<file path="config.mk">
export PLATFORM = sky130hd
export DESIGN_NAME = soc
export DESIGN_NICKNAME = d
export VERILOG_FILES = /design/src/rtl/soc_pkg.sv /design/src/rtl/soc_mem.sv /design/src/rtl/soc.sv
export SDC_FILE = /design/constraint.sdc
export NUM_CORES = 1
export LEC_CHECK = 0
export CORE_MARGIN = 5
export CORE_UTILIZATION = 30
export CTS_CLUSTER_DIAMETER = 60
export DETAILED_ROUTE_END_ITERATION = 10
export PLACE_DENSITY_LB_ADDON = 0.05
export REMOVE_ABC_BUFFERS = 1
export SETUP_SLACK_MARGIN = 0.3
export SLEW_MARGIN = 20
export SYNTH_ARGS = -nofsm -noshare
export SYNTH_HDL_FRONTEND = slang
export SYNTH_SLANG_ARGS = --single-unit
</file>
<file path="constraint.sdc">
create_clock -name clk -period 6.56 [get_ports clk]
set_input_delay 1.968 -clock clk [delete_from_list [all_inputs] [get_ports clk]]
set_output_delay 1.968 -clock clk [all_outputs]
set_load 0.05 [all_outputs]
</file>
<file path="src/rtl/soc_pkg.sv">
// soc_pkg: FSM state encoding and test-pattern seed shared by the memory self-test.
package soc_pkg;
  typedef enum logic [2:0] {IDLE, WRITE, READ_REQ, READ_WAIT, DONE} state_t;
  localparam logic [31:0] SEED = 32'hA5A5A5A5;
endpackage

</file>
<file path="src/rtl/soc_mem.sv">
// soc_mem: single-port synchronous memory with one-cycle read latency; array is not reset.
module soc_mem #(
  parameter int MEM_DEPTH = 64,
  parameter int DATA_WIDTH = 32,
  localparam int ADDR_WIDTH = $clog2(MEM_DEPTH)
) (
  input  logic                  clk,
  input  logic                  req_valid,
  input  logic                  we,
  input  logic [ADDR_WIDTH-1:0] addr,
  input  logic [DATA_WIDTH-1:0] wdata,
  output logic [DATA_WIDTH-1:0] rdata,
  output logic                  valid_data
);
  logic [DATA_WIDTH-1:0] mem [MEM_DEPTH];
  always_ff @(posedge clk) begin
    if (req_valid && we) mem[addr] <= wdata;
    if (req_valid && !we) rdata <= mem[addr];
    valid_data <= req_valid && !we;
  end
endmodule

</file>
<file path="src/rtl/soc.sv">
// soc: memory self-test master (write pattern, read back, compare) around soc_mem.
// Define SOC_ERR_INJECT_EN to flip bit 0 of the word read from address MEM_DEPTH/2.
module soc
  import soc_pkg::*;
#(
  parameter int MEM_DEPTH = 64,
  parameter int DATA_WIDTH = 32,
  localparam int ADDR_WIDTH = $clog2(MEM_DEPTH)
) (
  input  logic                  clk,
  input  logic                  reset,
  output logic [ADDR_WIDTH-1:0] dbg_addr,
  output logic                  dbg_req_valid,
  output logic                  dbg_we,
  output logic                  dbg_valid_data,
  output logic [DATA_WIDTH-1:0] dbg_data,
  output logic                  done,
  output logic                  error
);
  function automatic logic [DATA_WIDTH-1:0] seed_w();
    logic [DATA_WIDTH-1:0] r;
    for (int i = 0; i < DATA_WIDTH; i++) r[i] = SEED[i % 32];
    return r;
  endfunction
  localparam logic [DATA_WIDTH-1:0] SEED_W = seed_w();
  function automatic logic [DATA_WIDTH-1:0] pattern(input logic [ADDR_WIDTH-1:0] a);
    return SEED_W ^ DATA_WIDTH'(a);
  endfunction
  state_t state, state_d;
  logic [ADDR_WIDTH-1:0] addr, addr_d;
  logic error_d, req_valid, we, valid_data, mem_valid, last;
  logic [DATA_WIDTH-1:0] rdata, rd_data;
  assign last = addr == ADDR_WIDTH'(MEM_DEPTH - 1);
`ifdef SOC_ERR_INJECT_EN
  assign rd_data = rdata ^ DATA_WIDTH'(addr == ADDR_WIDTH'(MEM_DEPTH / 2));
`else
  assign rd_data = rdata;
`endif
  always_ff @(posedge clk or negedge reset) begin
    if (!reset) begin
      state <= IDLE;
      addr <= '0;
      error <= 1'b0;
    end else begin
      state <= state_d;
      addr <= addr_d;
      error <= error_d;
    end
  end
  always_comb begin
    state_d = state;
    addr_d = addr;
    case (state)
      IDLE: begin
        state_d = WRITE;
        addr_d = '0;
      end
      WRITE: begin
        state_d = last ? READ_REQ : WRITE;
        addr_d = last ? '0 : addr + 1'b1;
      end
      READ_REQ: state_d = READ_WAIT;
      READ_WAIT: begin
        state_d = last ? DONE : READ_REQ;
        addr_d = last ? addr : addr + 1'b1;
      end
      default: state_d = DONE;
    endcase
    error_d = error | (valid_data && rd_data != pattern(addr));
  end
  // Gating the memory's strobe by state kills a stale read immediately on reset.
  always_comb begin
    req_valid = state == WRITE || state == READ_REQ;
    we = state == WRITE;
    valid_data = mem_valid && state == READ_WAIT;
    done = state == DONE;
    dbg_data = we ? pattern(addr) : valid_data ? rd_data : '0;
  end
  assign dbg_addr = addr;
  assign dbg_req_valid = req_valid;
  assign dbg_we = we;
  assign dbg_valid_data = valid_data;
  soc_mem #(MEM_DEPTH, DATA_WIDTH) u_mem (
    .clk(clk),
    .req_valid(req_valid),
    .we(we),
    .addr(addr),
    .wdata(pattern(addr)),
    .rdata(rdata),
    .valid_data(mem_valid)
  );
endmodule

</file>
==> results.py <==
metrics = {
    "clocking": {
        "cts_buffers": 49,
        "post_cts_resized": 0,
        "cts_tree": "built",
        "clk-insertion-delay-late_ps": 590,
        "count_of_clock_tree_sinks": 401,
        "buffer_cell_driving_the_clock_tree_root": "sky130_fd_sc_hd__clkbuf_16",
        "count_of_buffers_added_by_post_cts_timing_repair_for_setup": 0,
        "ctsHoldBuffers": 0,
        "ctsHtreeMaxLevel": 2,
        "clk_path_buf_depth": 3,
        "clk_pin_slew_worst_paths_ps": 60,
    },
    "timing": {
        "fmaxAchievable_mhz": 192,
        "finalWorstSetupSlack_ps": 1340,
        "final_clock_skew_ps": 30.7,
        "relSlewSlack": 0.230,
        "layout_min_cycle_time_ps": 5220,
        "finalHoldViolCount": 0,
        "rsz0062_at_grt": "false",
        "final-setup-viol-count": 0,
        "worst_slew_pin_slew_ps": 1150,
        "timing.final.max_slew_violations": 0,
        "fin_crit_sh": 0.795,
        "hold_slack_ps": 580,
    },
    "yosys": {
        "synth_area_um2": 16300,
        "synth_largest_type_area_fraction": 0.720,
        "postSynthCellCount": 960,
        "synth-main-ff-cell": "sky130_fd_sc_hd__edfxtp_1",
        "synth.yosys.seq_area_share": 0.736,
        "flop_and_latch_count_out_of_synthesis": 401,
        "post_synth_xor_area_fraction": 0.00377,
        "yosysUniqueCellTypes": 59,
        "post_synth_main_area_contributors": "sky130_fd_sc_hd__edfxtp_1 (72%), sky130_fd_sc_hd__mux4_2 (6.6%), sky130_fd_sc_hd__mux2i_1 (3.1%), sky130_fd_sc_hd__nor2_1 (2.1%), sky130_fd_sc_hd__mux2_2 (1.7%)",
        "synth.most_common_cell": "sky130_fd_sc_hd__edfxtp_1",
        "yosysWarnings": 0,
        "combinational_family_with_the_most_area_after_synthesis": "multiplexers",
        "yosysTopAreaCell": "sky130_fd_sc_hd__edfxtp_1",
        "synth_fa_ha_area_frac": 0.000769,
        "syn_avg_cell_area_um2": 17.0,
        "post_synth_and_or_nand_nor_area_fraction": 0.0577,
        "yosys-top-cells-count": "sky130_fd_sc_hd__edfxtp_1 (390), sky130_fd_sc_hd__nor2_1 (90), sky130_fd_sc_hd__mux2i_1 (50)",
        "synthArstFlopShare": 0.0249,
        "synth_enable_flop_cells": 390,
        "synth-compound-area-share": 0.0564,
        "synth.mux.area_fraction": 0.114,
    },
    "finish": {
        "layout.cells.non_filler": 1727,
        "final_util": 0.350,
        "antenna_cells_inserted": 0,
        "num-fill-cells": 5144,
        "areaGrowthSynthToFinish_pct": 15.7,
        "final_nets": 994,
        "stdcell_area_um2": 18800,
        "fraction_of_layout_cells_with_a_size_suffix_above_1": 0.179,
    },
    "floorplan": {
        "ioPinCount": 45,
        "core_region_area_um2": 53800,
        "chipWidth_um": 243,
        "start_util": 0.302,
        "fp.dieH_um": 243,
        "num_rows": 85,
        "fp.dieArea_um2": 59000,
    },
    "worst_setup_path": {
        "rr_endpoint": "u_mem.rdata[3]",
        "crit_required_ps": 4590,
        "crit_chain": "clkinv_1 > o21ai_0 > clkdlybuf4s50_1",
        "worst_r2r_path_depth": 6,
        "slowest_delay_ps": 880,
        "critical-path-slowest-cell": "sky130_fd_sc_hd__dfrtp_4",
        "criticalPathCategory": "reg2out",
        "critical_path_end_type": "output port",
        "regToRegSetupSlack_ps": 2660,
        "timing.critical_path.fanout_max": 44,
        "cp_data_arrival_time_ps": 3250,
        "worstSetupStartpointType": "flop",
        "timing.rr.start": "dbg_addr[1]",
    },
    "placed_design": {
        "dp_hpwl_um": 29400,
        "portBuffers": 31,
        "placement.cell_area_um2": 17200,
        "dpl_worst_slack_ps": 1890,
        "post-place-cells": 1636,
        "globalplace.congestion": 0.757,
    },
    "power_and_ir_drop": {
        "worst_case_vdd_ir_drop_uv": 182,
        "powerDensity_nw_per_um2": 291,
        "leakage_power_nw": 5.94,
    },
    "run": {
        "max_cap_violations": 0,
    },
    "global_routing": {
        "grt_antenna_before_repair": 1,
        "grt_pass1_vias": 8867,
        "grt_overflow_total": 0,
        "grt_start_max_net_pins": 99,
        "global_route_usage_over_all_layers": 0.159,
        "grt_first_pass_wirelength_um": 68700,
    },
    "routing": {
        "vias_per_cell": 5.09,
        "detail_route.drc_violations": 0,
        "drt_first_iter_violations": 759,
        "detailroute.via_count": 8785,
        "wl_per_cell_um": 27.7,
        "drt-total-wl_um": 47900,
        "drt.antenna.violating_nets": 0,
        "detail_route.first_pass.iterations": 5,
    },
    "worst_hold_path": {
        "worst_hold_path_type": "reg2reg",
        "timing.hold.worst_path_depth": 1,
        "hold-path-endpoint": "dbg_addr[5]",
        "min-delay-start": "dbg_addr[5]",
    },
    "status": {
        "run_status": "completed",
    },
}
[placed cells by master (no fill, tap or decap), types with 5 or more instances in the layout]
cell type and instances:
sky130_fd_sc_hd__a21oi_1 25, sky130_fd_sc_hd__mux2i_1 50, sky130_fd_sc_hd__o21ai_0 20, sky130_fd_sc_hd__nand3b_1 5
sky130_fd_sc_hd__nor3b_1 5, sky130_fd_sc_hd__o211ai_1 6, sky130_fd_sc_hd__mux4_2 48, sky130_fd_sc_hd__nor2b_1 7
sky130_fd_sc_hd__and3_1 6, sky130_fd_sc_hd__conb_1 13, sky130_fd_sc_hd__nand2_1 46, sky130_fd_sc_hd__a221oi_1 14
sky130_fd_sc_hd__a221o_1 5, sky130_fd_sc_hd__mux2_2 25, sky130_fd_sc_hd__clkdlybuf4s50_1 31, sky130_fd_sc_hd__edfxtp_1 390
sky130_fd_sc_hd__clkbuf_1 9, sky130_fd_sc_hd__a22oi_1 14, sky130_fd_sc_hd__clkinv_2 12, sky130_fd_sc_hd__nand3_1 17
sky130_fd_sc_hd__buf_4 23, sky130_fd_sc_hd__nor2_1 90, sky130_fd_sc_hd__o22ai_1 13, sky130_fd_sc_hd__xnor2_1 5
sky130_fd_sc_hd__clkbuf_16 51, sky130_fd_sc_hd__dfrtp_1 5, sky130_fd_sc_hd__clkinv_1 10, sky130_fd_sc_hd__a22o_1 7
[layout make-up]
type / count / area (um^2) / area share
tap: 696 / 871 / 0.0463
sequential: 401 / 12000 / 0.637
multi-input combinational: 479 / 3840 / 0.204
timing repair buffer: 55 / 503 / 0.0267
inverter: 5 / 20.0 / 0.00106
clock buffer: 61 / 1320 / 0.0703
clock inverter: 30 / 269 / 0.0143
[how the worst max path moves through the flow]
stage	startpoint	end	slack, ps	cells after the start
6_report	dbg_addr[1]	dbg_data[1]	1340	3
5_1_grt	dbg_addr[1]	dbg_data[1]	1160	3
4_1_cts	dbg_addr[1]	dbg_data[1]	1240	3
3_5_place_dp	dbg_addr[1]	dbg_data[1]	1890	3
3_3_place_gp	dbg_addr[1]	dbg_data[1]	1850	3
2_1_floorplan	dbg_addr[1]	dbg_data[1]	-1560	2
[flip-flops by register name, indices dropped and copies added (netlist names)]
name              flops
u_mem.valid_data      1
u_mem.rdata           6
state                 3
u_mem.mem           384
dbg_addr              6
error                 1
[per-layer routing]
metal  routed length [um]  track usage  vias up
met5                    0            0        -
met4                 1200       0.0441        0
met3                 2330       0.0310       79
met2                21800        0.244      229
met1                22600        0.233     4639
li1                     -            -     3838
[critical path: cells and delay by family, from the launching register on]
kind	cells	cell delay [ps]
DFF	1	880
buffers and inverters	2	1410
AOI/OAI and AO/OA	1	330
[cell families after synthesis]
kind of cell	count (synthesis)
simple gates	203
compound gates	132
fa+ha+maj	1
xor+xnor	7
flops	401
mux	123
buf+inv	92
other cells	1
[metrics by stage]
stage | power [mW] | TNS, ps
finish | 5.47 | 0
floorplan | 2.84 | -3350
detailed placement | 2.84 | 0
global route | 5.65 | 0
global placement | 2.84 | 0
CTS | 5.54 | 0
[power breakdown]
group	leakage, nW	internal, mW	switching (mW)
combinational	1.34	0.000522	0.0182
clock	0.784	1.59	1.09
sequential	3.82	2.77	0
total	5.94	4.36	1.11
(Power assumes the default switching activity.)
